**config.mk**
```make
export PLATFORM = sky130hd
export DESIGN_NAME = grom_io_ports
export DESIGN_NICKNAME = d
export VERILOG_FILES = /design/src/rtl/grom_io_ports.sv
export SDC_FILE = /design/constraint.sdc
export NUM_CORES = 1
export LEC_CHECK = 0
export CORE_UTILIZATION = 35
export DETAILED_ROUTE_END_ITERATION = 8
export MAX_ROUTING_LAYER = met4
export SYNTH_ARGS = -nofsm -noshare
export SYNTH_HDL_FRONTEND = slang
export SYNTH_SLANG_ARGS = --single-unit
```
**constraint.sdc**
```tcl
create_clock -name clk -period 3.5 [get_ports clk]
set_clock_uncertainty 0.15 [all_clocks]
set_input_delay 0.525 -clock clk [delete_from_list [all_inputs] [get_ports clk]]
set_output_delay 0.525 -clock clk [all_outputs]
set_load 0.05 [all_outputs]
```
**src/rtl/grom_io_ports.sv**
```systemverilog
// grom_io_ports: IO peripheral for the grom CPU bus.
//
// Decodes IO cycles (ioreq=1) in a window starting at BASE_ADDR:
//   +0            CONSOLE  write pushes into a first-word-fall-through FIFO;
//                          read peeks the head (0 when empty), never pops
//   +1            STATUS   read {0.., overflow, full, empty}; any write clears overflow
//   +2..+NUM_OUT+1 OUT[k]  general output latches with readback
//   other         reads 0, writes ignored
// The FIFO is drained by a valid/ready consumer (bench monitor, future UART).
//
// Ports:
//   clk, reset        clock; synchronous active-low reset
//   addr/data_in/we/ioreq  CPU bus request
//   data_out          combinational read data (0 unless an IO read)
//   port_out          latch k at [k*DATA_WIDTH +: DATA_WIDTH]
//   con_data/con_valid/con_ready  FIFO head handshake
//   con_level         current FIFO occupancy

// One output latch register.
module grom_io_latch #(
  parameter int DATA_WIDTH = 8
) (
  input  logic                  clk,
  input  logic                  reset,
  input  logic                  en,
  input  logic [DATA_WIDTH-1:0] d,
  output logic [DATA_WIDTH-1:0] q
);
  always_ff @(posedge clk) begin
    if (!reset)  q <= '0;
    else if (en) q <= d;
  end
endmodule

module grom_io_ports #(
  parameter int                    ADDR_WIDTH = 12,
  parameter int                    DATA_WIDTH = 8,
  parameter logic [ADDR_WIDTH-1:0] BASE_ADDR  = '0,
  parameter int                    FIFO_DEPTH = 8,
  parameter int                    NUM_OUT    = 4
) (
  input  logic                          clk,
  input  logic                          reset,
  input  logic [ADDR_WIDTH-1:0]         addr,
  input  logic [DATA_WIDTH-1:0]         data_in,
  input  logic                          we,
  input  logic                          ioreq,
  output logic [DATA_WIDTH-1:0]         data_out,
  output logic [NUM_OUT*DATA_WIDTH-1:0] port_out,
  output logic [DATA_WIDTH-1:0]         con_data,
  output logic                          con_valid,
  input  logic                          con_ready,
  output logic [$clog2(FIFO_DEPTH):0]   con_level
);
  localparam int IW = $clog2(FIFO_DEPTH);
  localparam int PW = IW + 1;
  localparam logic [ADDR_WIDTH-1:0] OFF_CON  = '0;
  localparam logic [ADDR_WIDTH-1:0] OFF_STAT = ADDR_WIDTH'(1);

  typedef struct packed {
    logic                  rd;
    logic                  wr;
    logic [ADDR_WIDTH-1:0] off;
    logic [DATA_WIDTH-1:0] wdata;
  } bus_req_t;

  bus_req_t req;

  // Writes are qualified by reset so bus traffic during reset is dropped.
  assign req.rd    = ioreq & ~we;
  assign req.wr    = ioreq & we & reset;
  assign req.off   = addr - BASE_ADDR;
  assign req.wdata = data_in;

  logic sel_con, sel_stat;
  assign sel_con  = (req.off == OFF_CON);
  assign sel_stat = (req.off == OFF_STAT);

  // ---------------- output latches ----------------
  logic [NUM_OUT-1:0]                 out_sel;
  logic [NUM_OUT-1:0][DATA_WIDTH-1:0] port_q;

  for (genvar k = 0; k < NUM_OUT; k++) begin : g_out
    assign out_sel[k] = (req.off == ADDR_WIDTH'(k + 2));
    grom_io_latch #(.DATA_WIDTH(DATA_WIDTH)) u_latch (
      .clk   (clk),
      .reset (reset),
      .en    (req.wr & out_sel[k]),
      .d     (req.wdata),
      .q     (port_q[k])
    );
  end

  assign port_out = port_q;

  // ---------------- console FIFO ----------------
  // Pointers carry one extra lap bit: equal pointers mean empty, equal index
  // with differing lap bit means full.
  logic [PW-1:0]         wptr, rptr;
  logic [DATA_WIDTH-1:0] mem [FIFO_DEPTH];
  logic                  empty, full, overflow;
  logic                  push, pop, push_ok, ovf_set;

  assign empty = (wptr == rptr);
  assign full  = (wptr[IW] != rptr[IW]) && (wptr[IW-1:0] == rptr[IW-1:0]);

  assign pop     = ~empty & con_ready;
  assign push    = req.wr & sel_con;
  // A pop in the same cycle frees the slot, so a push to a full FIFO still lands.
  assign push_ok = push & (~full | pop);
  assign ovf_set = push & full & ~pop;

  always_ff @(posedge clk) begin
    if (!reset) begin
      wptr     <= '0;
      rptr     <= '0;
      overflow <= 1'b0;
    end else begin
      if (push_ok) wptr <= wptr + PW'(1);
      if (pop)     rptr <= rptr + PW'(1);
      if (ovf_set)                   overflow <= 1'b1;
      else if (req.wr & sel_stat)    overflow <= 1'b0;
    end
  end

  // Storage is not reset; occupancy is defined purely by the pointers.
  // When full with a pop, the write slot equals the read slot being vacated.
  always_ff @(posedge clk) begin
    if (push_ok) mem[wptr[IW-1:0]] <= req.wdata;
  end

  assign con_valid = ~empty;
  assign con_data  = mem[rptr[IW-1:0]];
  assign con_level = wptr - rptr;

  // ---------------- read mux ----------------
  always_comb begin
    data_out = '0;
    if (req.rd) begin
      if (sel_con && !empty) data_out = con_data;
      if (sel_stat)          data_out = DATA_WIDTH'({overflow, full, empty});
      for (int k = 0; k < NUM_OUT; k++) begin
        if (out_sel[k]) data_out = port_q[k];
      end
    end
  end

endmodule

```
### Yosys cells after proc, flatten, opt, wreduce, memory -nomap -nowiden

Memory sizes are Yosys's and may differ from the RTL's. A register that Yosys moved wholly into a read port is not among the register bits.
Cells that the tools add are included.

| operators by class | value |
|---|---|
| multiplexer cells | 13 |
| equal/unequal tests | 8 |
| add/sub/neg operators | 3 |
| shifts and indexed selects | 0 |
| bitwise logic cells | 18 |
| div/mod/pow operators | 0 |
| magnitude comparators | 0 |
| reduce and logical (&&, ||, !) cells | 5 |
| multipliers | 0 |

Operators by type and width:

| cell | number |
|---|---|
| 8-bit 2-to-1 mux | 7 |
| 12-bit by 2-bit equality test with 1-bit output (second input constant) | 2 |
| 12-bit by 3-bit equality test with 1-bit output (second input constant) | 2 |
| 1-bit AND | 13 |
| 12-bit by 1-bit equality test with 1-bit output (second input constant) | 1 |
| 12-bit zero test | 1 |
| 4-bit by 1-bit adder with 4-bit output (second input constant) | 2 |
| 3-bit 2-to-1 mux | 2 |
| 4-bit equality test | 1 |
| 1-bit 2-to-1 mux | 4 |
| 1-bit NOT | 4 |
| 4-bit subtractor | 1 |
| 3-bit equality test | 1 |
| 1-bit logical AND | 2 |
| 2-bit nonzero test | 1 |
| 1-bit zero test | 1 |
| 1-bit inequality test | 1 |
| 1-bit OR | 1 |

| storage, ports and cells | value |
|---|---|
| register bits | 41 |
| memory bits (writable) | 64 |
| output and inout bits | 53 |
| memories | 1 |
| latch bits | 0 |
| ROM bits | 0 |
| input bits | 25 |
| word-level logic and storage cells | 55 |

Memories:

| memory | depth | width | read ports | clocked after Yosys merged registers in | wr ports | line | source |
|---|---|---|---|---|---|---|---|
| mem | 8 | 8 | 1 | 1 | 1 | 100 | `logic [DATA_WIDTH-1:0] mem [FIFO_DEPTH];` |

### Depth between registers and ports, before layout

Gate-level depths: netlist of the first run.

| logic depth | value |
|---|---|
| depth after elaboration | 10 |
| depth in mapped cells | 6 |
| mapped depth without buffers | 6 |

### By module

A second synthesis of the first run with hierarchy kept.

| unflattened totals | value |
|---|---|
| cell total of the unflattened synthesis | 363 |
| area, all modules | 4,934.7 sq um |

By module, submodules not included:

| module | sequential area each (sq um) | area each (sq um) | times used | cells an instance |
|---|---|---|---|---|
| grom_io_ports | 2,162.1 | 3,728.6 | 1 | 263 |
| grom_io_latch | 160.2 | 301.5 | 4 | 25 |

### Least setup slack after synthesis of the first run

No wires, ideal clock.

| path | value |
|---|---|
| path type | input to output |
| start | input port addr[4] |
| end | output port data_out[6] |
| required time | 2.825 ns |
| buffers on the path | 1 |
| stages on the path | 5 |
| slack | 0.056 ns |
| arrival time | 2.769 ns |
| cells stage by stage | or4_4 buf_6 a211oi_4 a32oi_1 nor3_1 |

| on the way | value |
|---|---|
| cells in the longest elaborated chain, start to end | 9 |
| elaborated cells on any way between the ends | 14 |
| those cells by class | eq/ne: 5; mux: 7; reduce/logical: 2 |

RTL lines:

| what | line | source |
|---|---|---|
| start: declaration | 44 | `input logic [ADDR_WIDTH-1:0] addr,` |
| 12-bit zero test | 76 | `assign sel_con = (req.off == OFF_CON);` |
| 1-bit logical AND | 140 | `if (sel_con && !empty) data_out = con_data;` |
| 8-bit 2-to-1 mux | 140 |  |
| 8-bit 2-to-1 mux | 141 | `if (sel_stat) data_out = DATA_WIDTH'({overflow, full, empty});` |
| 8-bit 2-to-1 mux (3 in a row) | 143 | `if (out_sel[k]) data_out = port_q[k];` |
| 8-bit 2-to-1 mux * | 143 |  |
| 8-bit 2-to-1 mux * | 139 | `if (req.rd) begin` |
| end: declaration | 48 | `output logic [DATA_WIDTH-1:0] data_out,` |

Every way passes the cells marked *; elsewhere a longest branch is shown, timed or not.

### Worst setup path after layout of the first run

| path | value |
|---|---|
| start | input port addr[4] |
| end | output port data_out[7] |

The elaborated chain is that of the path after synthesis.

==> report_table.html, run 1 <==
<table>
<tr><th>Metric</th><th>Value</th></tr>
<tr><th colspan="2">Outcome</th></tr>
<tr><td>Status</td><td>completed</td></tr>
<tr><th colspan="2">Finish</th></tr>
<tr><td>Most common library cell in the layout ignoring fill and taps</td><td>clkdlybuf4s50_1</td></tr>
<tr><td>Post-route cell area</td><td>0.006375 mm²</td></tr>
<tr><td>Area of the multi-input gates</td><td>0.001971 mm²</td></tr>
<tr><td>Number of inserted filler cells in the final layout</td><td>1247</td></tr>
<tr><td>Antenna Cells</td><td>0</td></tr>
<tr><td>Top library cells by usage in the layout, fill and taps aside</td><td>clkdlybuf4s50_1, edfxtp_1, dfxtp_1</td></tr>
<tr><td>Area used by sequential logic in the layout</td><td>0.002803 mm²</td></tr>
<tr><td>Share of cells above drive strength 1</td><td>18.96%</td></tr>
<tr><td>End-of-flow core utilization</td><td>47.39%</td></tr>
<tr><td>Final standard cell count with taps included and fillers excluded</td><td>656</td></tr>
<tr><td>Growth of design area from synthesis to finish</td><td>29.78%</td></tr>
<tr><td>Net count, final</td><td>506</td></tr>
<tr><th colspan="2">Setup path</th></tr>
<tr><td>Standard cell with the maximum stage delay on the critical path</td><td>or4_4</td></tr>
<tr><td>Required time at the worst-slack endpoint</td><td>2820 ps</td></tr>
<tr><td>Highest cell delay on the worst timing path</td><td>630 ps</td></tr>
<tr><td>CP Max Fanout</td><td>7</td></tr>
<tr><td>WP data arrival</td><td>2750 ps</td></tr>
<tr><td>Worst Setup End Kind</td><td>output pin</td></tr>
<tr><td>Crit-path cells</td><td>clkdlybuf4s50_1 &gt; or4_4 &gt; nor3_4 &gt; buf_4 &gt; a32oi_1 &gt; nor3_1 &gt; buf_4 &gt; buf_12</td></tr>
<tr><td>Critical path class</td><td>in2out</td></tr>
<tr><td>Sort of element at the start of the critical path</td><td>input pin</td></tr>
<tr><td>Most used cell, CP</td><td>buf_4</td></tr>
<tr><th colspan="2">Flow run</th></tr>
<tr><td>Max Cap Violations</td><td>0</td></tr>
<tr><th colspan="2">Synthesis</th></tr>
<tr><td>Synth unique cells</td><td>49</td></tr>
<tr><td>Yosys warnings</td><td>0</td></tr>
<tr><td>Top flip-flop cell by instance count after synthesis</td><td>edfxtp_1</td></tr>
<tr><td>Number of enable-type register cells in the synthesized netlist</td><td>64</td></tr>
<tr><td>Number of register bits inferred by synthesis</td><td>108</td></tr>
<tr><td>Portion of the post-synthesis area used by sequential elements</td><td>57.06%</td></tr>
<tr><td>Synthesized area</td><td>0.004912 mm²</td></tr>
<tr><td>Instance count of the mapped netlist</td><td>390</td></tr>
<tr><td>Async set-reset flop share out of synthesis</td><td>0%</td></tr>
<tr><td>Net count of the mapped netlist</td><td>421</td></tr>
<tr><td>Post-Synthesis Mean Instance Area</td><td>12.60 µm²</td></tr>
<tr><th colspan="2">Timing</th></tr>
<tr><td>Number of endpoints with negative hold slack in the final report</td><td>0</td></tr>
<tr><td>Aggregate negative setup slack</td><td>0 ps</td></tr>
<tr><td>Max-slew violation total from the final report</td><td>0</td></tr>
<tr><td>Share of the clock period used by the worst path after layout</td><td>97.83%</td></tr>
<tr><td>Setup slack after layout</td><td>76.04 ps</td></tr>
<tr><td>Slew Limit Headroom</td><td>52.93%</td></tr>
<tr><td>Hold Slack</td><td>349.0 ps</td></tr>
<tr><td>Post-layout min period</td><td>3424 ps</td></tr>
<tr><td>Setup violators final</td><td>0</td></tr>
<tr><td>Maximum operating frequency</td><td>292.1 MHz</td></tr>
<tr><td>RSZ-0062 raised after global routing</td><td>no</td></tr>
<tr><td>Transition time of the tightest slew-check pin</td><td>701.0 ps</td></tr>
<tr><th colspan="2">Routing</th></tr>
<tr><td>Vias</td><td>3565</td></tr>
<tr><td>Post-detailed-route wirelength per cell</td><td>19.16 µm</td></tr>
<tr><td>ANT nets after route</td><td>0</td></tr>
<tr><td>Routed vias/inst</td><td>5.434</td></tr>
<tr><td>Drt drc</td><td>0</td></tr>
<tr><td>Total Wirelength</td><td>12570 µm</td></tr>
<tr><td>Number of iterations in the first detailed-routing pass</td><td>4</td></tr>
<tr><td>1st-iter DRT viols</td><td>204</td></tr>
<tr><th colspan="2">Die</th></tr>
<tr><td>Die outline width</td><td>120.5 µm</td></tr>
<tr><td>Vertical die dimension</td><td>120.5 µm</td></tr>
<tr><td>Initial core utilization</td><td>36.51%</td></tr>
<tr><td>Placeable core region</td><td>0.01345 mm²</td></tr>
<tr><td>Total number of placement rows</td><td>42</td></tr>
<tr><td>Die outline area</td><td>0.01451 mm²</td></tr>
<tr><td>Top-level I/O count</td><td>78</td></tr>
<tr><th colspan="2">Clock tree</th></tr>
<tr><td>TritonCTS clock tree</td><td>yes</td></tr>
<tr><td>Number of buffers added to fix hold violations after cts</td><td>0</td></tr>
<tr><td>Worst skew pair latency</td><td>350 ps</td></tr>
<tr><td>CTS Buf Count</td><td>9</td></tr>
<tr><td>Clock tree root driver cell</td><td>clkbuf_16</td></tr>
<tr><td>Clock buffer depth</td><td>2</td></tr>
<tr><td>TritonCTS sink count</td><td>108</td></tr>
<tr><td>H-tree levels</td><td>3</td></tr>
<tr><td>Clock edge transition at the registers on the reported setup and hold paths</td><td>70 ps</td></tr>
<tr><th colspan="2">Placement</th></tr>
<tr><td>Final RePlAce weighted congestion</td><td>0.8563</td></tr>
<tr><td># port buffers</td><td>77</td></tr>
<tr><td>Post-placement cell area</td><td>0.006047 mm²</td></tr>
<tr><td>Post-detail-place hpwl</td><td>9016 µm</td></tr>
<tr><td>Placed Cells incl. Taps</td><td>639</td></tr>
<tr><td>Pre-CTS setup slack</td><td>-0.7563 ps</td></tr>
<tr><th colspan="2">Pwr</th></tr>
<tr><td>Worst-case vdd ir drop</td><td>211.9 µV</td></tr>
<tr><td>Reported leakage power</td><td>2.220 nW</td></tr>
<tr><td>Pwr/cell area</td><td>381.8 mW/mm²</td></tr>
<tr><td>Tot Pwr</td><td>2.434 mW</td></tr>
<tr><th colspan="2">Min path</th></tr>
<tr><td>Hold Path Class</td><td>reg2reg</td></tr>
<tr><th colspan="2">Global routing</th></tr>
<tr><td>Via count of the first global-routing pass</td><td>3512</td></tr>
<tr><td>Grt ovf</td><td>0</td></tr>
<tr><td>First-pass GRT wire length</td><td>19670 µm</td></tr>
<tr><td>Antenna violations before repair</td><td>0</td></tr>
<tr><td>All-Layer GR Usage</td><td>18.83%</td></tr>
<tr><td>Largest net degree at the start of global routing</td><td>35</td></tr>
</table>
## layer usage
layer | share of wire, % | vias up | track usage [%]
li1 | - | 1657 | -
met1 | 44 | 1775 | 24.59
met2 | 49 | 123 | 30.35
met3 | 5.5 | 10 | 4.151
met4 | 0.89 | 0 | 3.627
met5 | 0 | - | -
## Yosys cell counts (all sizes together), types with 5 or more instances
| library cell | instances | area share [%] |
|---|---|---|
| o22ai | 8 | 1.0 |
| inv | 8 | 0.61 |
| mux4 | 16 | 7.3 |
| buf | 16 | 1.8 |
| nor3 | 16 | 1.8 |
| nand3 | 23 | 2.5 |
| ha | 5 | 1.3 |
| o21ai | 21 | 2.1 |
| nor4 | 8 | 1.3 |
| nand2 | 12 | 0.92 |
| dfxtp | 44 | 18 |
| clkbuf | 13 | 0.99 |
| mux2i | 27 | 5.5 |
| nor2 | 32 | 2.4 |
| edfxtp | 64 | 39 |
| nand2b | 7 | 0.89 |
| a32oi | 5 | 0.89 |
| mux2 | 10 | 2.3 |
| a21oi | 17 | 1.7 |
## path summary, 6_finish.rpt
check	start	endpoint	slack, ps	cells past startpoint
max	addr[4]	data_out[7]	80	8
min	g_out[2].u_latch.q[4]	g_out[2].u_latch.q[4]	350	2
max reg2reg	wptr[0]	mem[5][6]	1020	7
min reg2reg	g_out[2].u_latch.q[4]	g_out[2].u_latch.q[4]	350	2
## logic make-up (layout without fill, tap and decap cells)
kind of cell / count (synthesis) / in the layout / share of synthesized area (%)
XOR/XNOR: 7 / 7 / 1.248
multiplexers: 53 / 53 / 15.13
adder cells (fa/ha/maj): 6 / 6 / 1.681
AO/OA/AOI/OAI: 62 / 62 / 8.227
AND/OR/NAND/NOR: 117 / 117 / 13.27
buffers and inverters: 37 / 127 / 3.388
flip-flops: 108 / 108 / 57.06
## worst max-delay path: cells and delay by family
family / cells / cell delay [ps]
buffers and inverters: 4 / 940
AND/OR/NAND/NOR: 3 / 1200
AO/OA/AOI/OAI: 1 / 70
## flip-flops by register name, indices dropped and copies added, names as in the netlist, named ones only
register	cells
mem	64
g_out.u_latch.q	32
rptr	4
wptr	4
overflow	1
## repair_timing
item	4_1_cts	5_1_grt
gates resized for setup	0	4
buffers inserted	0	1
setup endpoints to repair	1	8
pin swaps	0	1
## power by group
part	internal (mW)	total (mW)	switching [mW]	leakage (nW)
registers	1.34	1.34	0.0000158	0.929
clock network	0.500	0.987	0.487	0.145
logic	0.0412	0.105	0.0639	1.15
total	1.88	2.43	0.550	2.22
## final cells by class
class | instances | share of cell area [%]
clock buffers | 9 | 3.533
clock inverters | 7 | 1.060
inverters | 8 | 0.4711
multi-input cells | 245 | 30.91
flip-flops and latches | 108 | 43.96
well taps | 176 | 3.454
repair buffers | 103 | 16.60
Power figures use the tool's default switching activity.
==> run 2, diff against run 1 <==
--- a/config.mk
+++ b/config.mk
@@ -5,6 +5,7 @@
 export SDC_FILE = /design/constraint.sdc
 export NUM_CORES = 1
 export LEC_CHECK = 0
+export ABC_AREA = 0
 export CORE_UTILIZATION = 35
 export DETAILED_ROUTE_END_ITERATION = 8
 export MAX_ROUTING_LAYER = met4
==> constraint.sdc (replaced) <==
create_clock -name clk -period 3.4 [get_ports clk]
set_clock_uncertainty 0.15 [all_clocks]
set_input_delay 0.51 -clock clk [delete_from_list [all_inputs] [get_ports clk]]
set_output_delay 0.51 -clock clk [all_outputs]
set_load 0.05 [all_outputs]
==> run 2 against run 1 <==
Against the previous run:
- global-route usage shrank 0.10 points
- via count grew 0.11%
- largest cell class unchanged
- critical path type is now reg2out
- sequential share of layout area grew 0.23 points
- worst setup slack gained 12 ps
- largest power group unchanged
==> report_table.html, run 2 (synthesis gave the netlist of run 1 again) <==
<table>
<tr><th>Metric</th><th>Value</th></tr>
<tr><th colspan="2">Die</th></tr>
<tr><td>Initial core utilization</td><td>36.51%</td></tr>
<tr><td>Placeable core region</td><td>0.01345 mm²</td></tr>
<tr><td>Total number of placement rows</td><td>42</td></tr>
<tr><td>Die outline area</td><td>0.01451 mm²</td></tr>
<tr><td>Vertical die dimension</td><td>120.5 µm</td></tr>
<tr><td>Die outline width</td><td>120.5 µm</td></tr>
<tr><td>Top-level I/O count</td><td>78</td></tr>
<tr><th colspan="2">Finish</th></tr>
<tr><td>Share of cells above drive strength 1</td><td>20.92%</td></tr>
<tr><td>Growth of design area from synthesis to finish</td><td>29.11%</td></tr>
<tr><td>Net count, final</td><td>504</td></tr>
<tr><td>Most common library cell in the layout ignoring fill and taps</td><td>edfxtp_1</td></tr>
<tr><td>Number of inserted filler cells in the final layout</td><td>1231</td></tr>
<tr><td>Top library cells by usage in the layout, fill and taps aside</td><td>edfxtp_1, clkdlybuf4s50_1, dfxtp_1</td></tr>
<tr><td>Antenna Cells</td><td>0</td></tr>
<tr><td>Post-route cell area</td><td>0.006342 mm²</td></tr>
<tr><td>Max FFs per register</td><td>64</td></tr>
<tr><td>End-of-flow core utilization</td><td>47.14%</td></tr>
<tr><td>Area used by sequential logic in the layout</td><td>0.002803 mm²</td></tr>
<tr><td>Area of the multi-input gates</td><td>0.001968 mm²</td></tr>
<tr><td>Final standard cell count with taps included and fillers excluded</td><td>654</td></tr>
<tr><th colspan="2">Clock tree</th></tr>
<tr><td>Number of buffers added to fix hold violations after cts</td><td>0</td></tr>
<tr><td>Clock tree root driver cell</td><td>clkbuf_16</td></tr>
<tr><td>Post CTS Setup Buffer Count</td><td>0</td></tr>
<tr><td>Worst skew pair latency</td><td>340 ps</td></tr>
<tr><td>H-tree levels</td><td>3</td></tr>
<tr><td>TritonCTS sink count</td><td>108</td></tr>
<tr><td>Clock edge transition at the registers on the reported setup and hold paths</td><td>70 ps</td></tr>
<tr><td>Clock buffer depth</td><td>2</td></tr>
<tr><td>CTS Buf Count</td><td>9</td></tr>
<tr><td>Quantity of gates resized following cts</td><td>0</td></tr>
<tr><td>TritonCTS clock tree</td><td>yes</td></tr>
<tr><th colspan="2">Setup path</th></tr>
<tr><td>Required time at the worst-slack endpoint</td><td>2740 ps</td></tr>
<tr><td>Highest cell delay on the worst timing path</td><td>480 ps</td></tr>
<tr><td>Sort of element at the start of the critical path</td><td>register</td></tr>
<tr><td>Worst path bufs/invs</td><td>2</td></tr>
<tr><td>Worst path top cell family by delay</td><td>simple AND/OR/NAND/NOR gates</td></tr>
<tr><td>Worst reg2reg endpoint</td><td>mem[0][1]</td></tr>
<tr><td>CP Max Fanout</td><td>8</td></tr>
<tr><td>Setup slack of the worst register-to-register path</td><td>940 ps</td></tr>
<tr><td>WP data arrival</td><td>2650 ps</td></tr>
<tr><td>Critical path class</td><td>reg2out</td></tr>
<tr><td>Standard cell with the maximum stage delay on the critical path</td><td>nor3_1</td></tr>
<tr><td>Crit-path cells</td><td>inv_1 &gt; ha_1 &gt; nand3_1 &gt; nor3_1 &gt; o21ai_0 &gt; a221oi_2 &gt; buf_12</td></tr>
<tr><td>Worst Setup End Kind</td><td>output pin</td></tr>
<tr><td>Launch point of the worst reg-to-reg path</td><td>wptr[0]</td></tr>
<tr><td>R2R depth</td><td>7</td></tr>
<tr><th colspan="2">Timing</th></tr>
<tr><td>Slew Limit Headroom</td><td>54.64%</td></tr>
<tr><td>Share of the clock period used by the worst path after layout</td><td>97.41%</td></tr>
<tr><td>Maximum operating frequency</td><td>301.9 MHz</td></tr>
<tr><td>Number of endpoints with negative hold slack in the final report</td><td>0</td></tr>
<tr><td>Setup violators final</td><td>0</td></tr>
<tr><td>Aggregate negative setup slack</td><td>0 ps</td></tr>
<tr><td>Transition time of the tightest slew-check pin</td><td>675.5 ps</td></tr>
<tr><td>Post-layout min period</td><td>3312 ps</td></tr>
<tr><td>Max-slew violation total from the final report</td><td>0</td></tr>
<tr><td>RSZ-0062 raised after global routing</td><td>no</td></tr>
<tr><th colspan="2">Flow run</th></tr>
<tr><td>Max Cap Violations</td><td>0</td></tr>
<tr><th colspan="2">Min path</th></tr>
<tr><td>Endpoint, Worst Hold</td><td>g_out[2].u_latch.q[0]</td></tr>
<tr><td>Number of instances on the worst hold path</td><td>2</td></tr>
<tr><td>Hold Path Class</td><td>reg2reg</td></tr>
<tr><td>Worst Min Path Start</td><td>g_out[2].u_latch.q[0]</td></tr>
<tr><th colspan="2">Placement</th></tr>
<tr><td>Post-placement cell area</td><td>0.006042 mm²</td></tr>
<tr><td># port buffers</td><td>77</td></tr>
<tr><td>Post-detail-place hpwl</td><td>9089 µm</td></tr>
<tr><td>Final RePlAce weighted congestion</td><td>0.8986</td></tr>
<tr><td>Placed Cells incl. Taps</td><td>636</td></tr>
<tr><th colspan="2">Global routing</th></tr>
<tr><td>First-pass GRT wire length</td><td>19530 µm</td></tr>
<tr><td>Largest net degree at the start of global routing</td><td>35</td></tr>
<tr><td>All-Layer GR Usage</td><td>18.73%</td></tr>
<tr><td>Grt ovf</td><td>0</td></tr>
<tr><td>Antenna violations before repair</td><td>0</td></tr>
<tr><td>Via count of the first global-routing pass</td><td>3403</td></tr>
<tr><th colspan="2">Pwr</th></tr>
<tr><td>Reported leakage power</td><td>2.207 nW</td></tr>
<tr><td>Sw Share</td><td>22.10%</td></tr>
<tr><td>Pwr/cell area</td><td>391.2 mW/mm²</td></tr>
<tr><td>Share of power burned in combinational logic</td><td>4.3%</td></tr>
<tr><td>Tot Pwr</td><td>2.481 mW</td></tr>
<tr><td>Power Internal</td><td>1.933 mW</td></tr>
<tr><td>Worst-case vdd ir drop</td><td>251.5 µV</td></tr>
<tr><td>Clock power share</td><td>40.0%</td></tr>
<tr><td>NetSw</td><td>548.3 µW</td></tr>
<tr><td>Sequential fraction of design power</td><td>55.7%</td></tr>
<tr><th colspan="2">Routing</th></tr>
<tr><td>Total Wirelength</td><td>12730 µm</td></tr>
<tr><td>Post-detailed-route wirelength per cell</td><td>19.46 µm</td></tr>
<tr><td>Vias</td><td>3569</td></tr>
<tr><td>Number of iterations in the first detailed-routing pass</td><td>4</td></tr>
<tr><td>Routed vias/inst</td><td>5.457</td></tr>
<tr><td>1st-iter DRT viols</td><td>348</td></tr>
<tr><td>Drt drc</td><td>0</td></tr>
<tr><td>ANT nets after route</td><td>0</td></tr>
<tr><th colspan="2">Outcome</th></tr>
<tr><td>Status</td><td>completed</td></tr>
</table>
[run 2: worst max path at each step]
stage                       end  startpoint  slack [ps]  depth (start not counted)
floorplan           data_out[0]     addr[4]         300                          5
global placement    data_out[0]     addr[6]         110                          6
detailed placement  data_out[1]     addr[4]          60                          6
CTS                 data_out[1]     wptr[0]          50                          7
global route        data_out[1]     wptr[0]         0.4                          7
finish              data_out[1]     wptr[0]          90                          7
[run 2: area by class of cell]
class | count | area share [%]
Sequential cell | 108 | 44.19
Multi-Input combinational cell | 245 | 31.03
Timing Repair Buffer | 101 | 16.33
Clock buffer | 9 | 3.551
Tap cell | 176 | 3.472
Clock inverter | 7 | 0.9469
Inverter | 8 | 0.4735
[run 2: power by group through the flow]
stage / registers [mW] / clock network, mW / logic [mW]
CTS: 1.38 / 1.02 / 0.105
floorplan: 1.41 / 0 / 0.0445
finish: 1.38 / 0.993 / 0.107
global placement: 1.41 / 0 / 0.103
detailed placement: 1.41 / 0 / 0.105
global route: 1.38 / 1.07 / 0.114
[run 2: worst reg2reg max path: cells and delay by family, from the launching register on]
kind,cells,cell delay (ps)
fa+ha+maj,1,330
simple gates,4,840
flops,1,470
buf+inv,2,380
[run 2: layer usage]
metal	part of all wire, %	track usage [%]	wire (µm)
met5	0	-	0
met4	0.98	5.324	125
met3	5.9	3.160	754
met2	49	29.60	6234
met1	44	24.91	5614
[run 2: per-stage QoR]
step,worst slack (ps),hold WS [ps]
final,87.91,345.7
after global routing,0.3915,373.0
after CTS,54.70,342.2
after detailed placement,62.51,332.6
after global placement,114.9,325.8
after floorplan,298.4,329.0
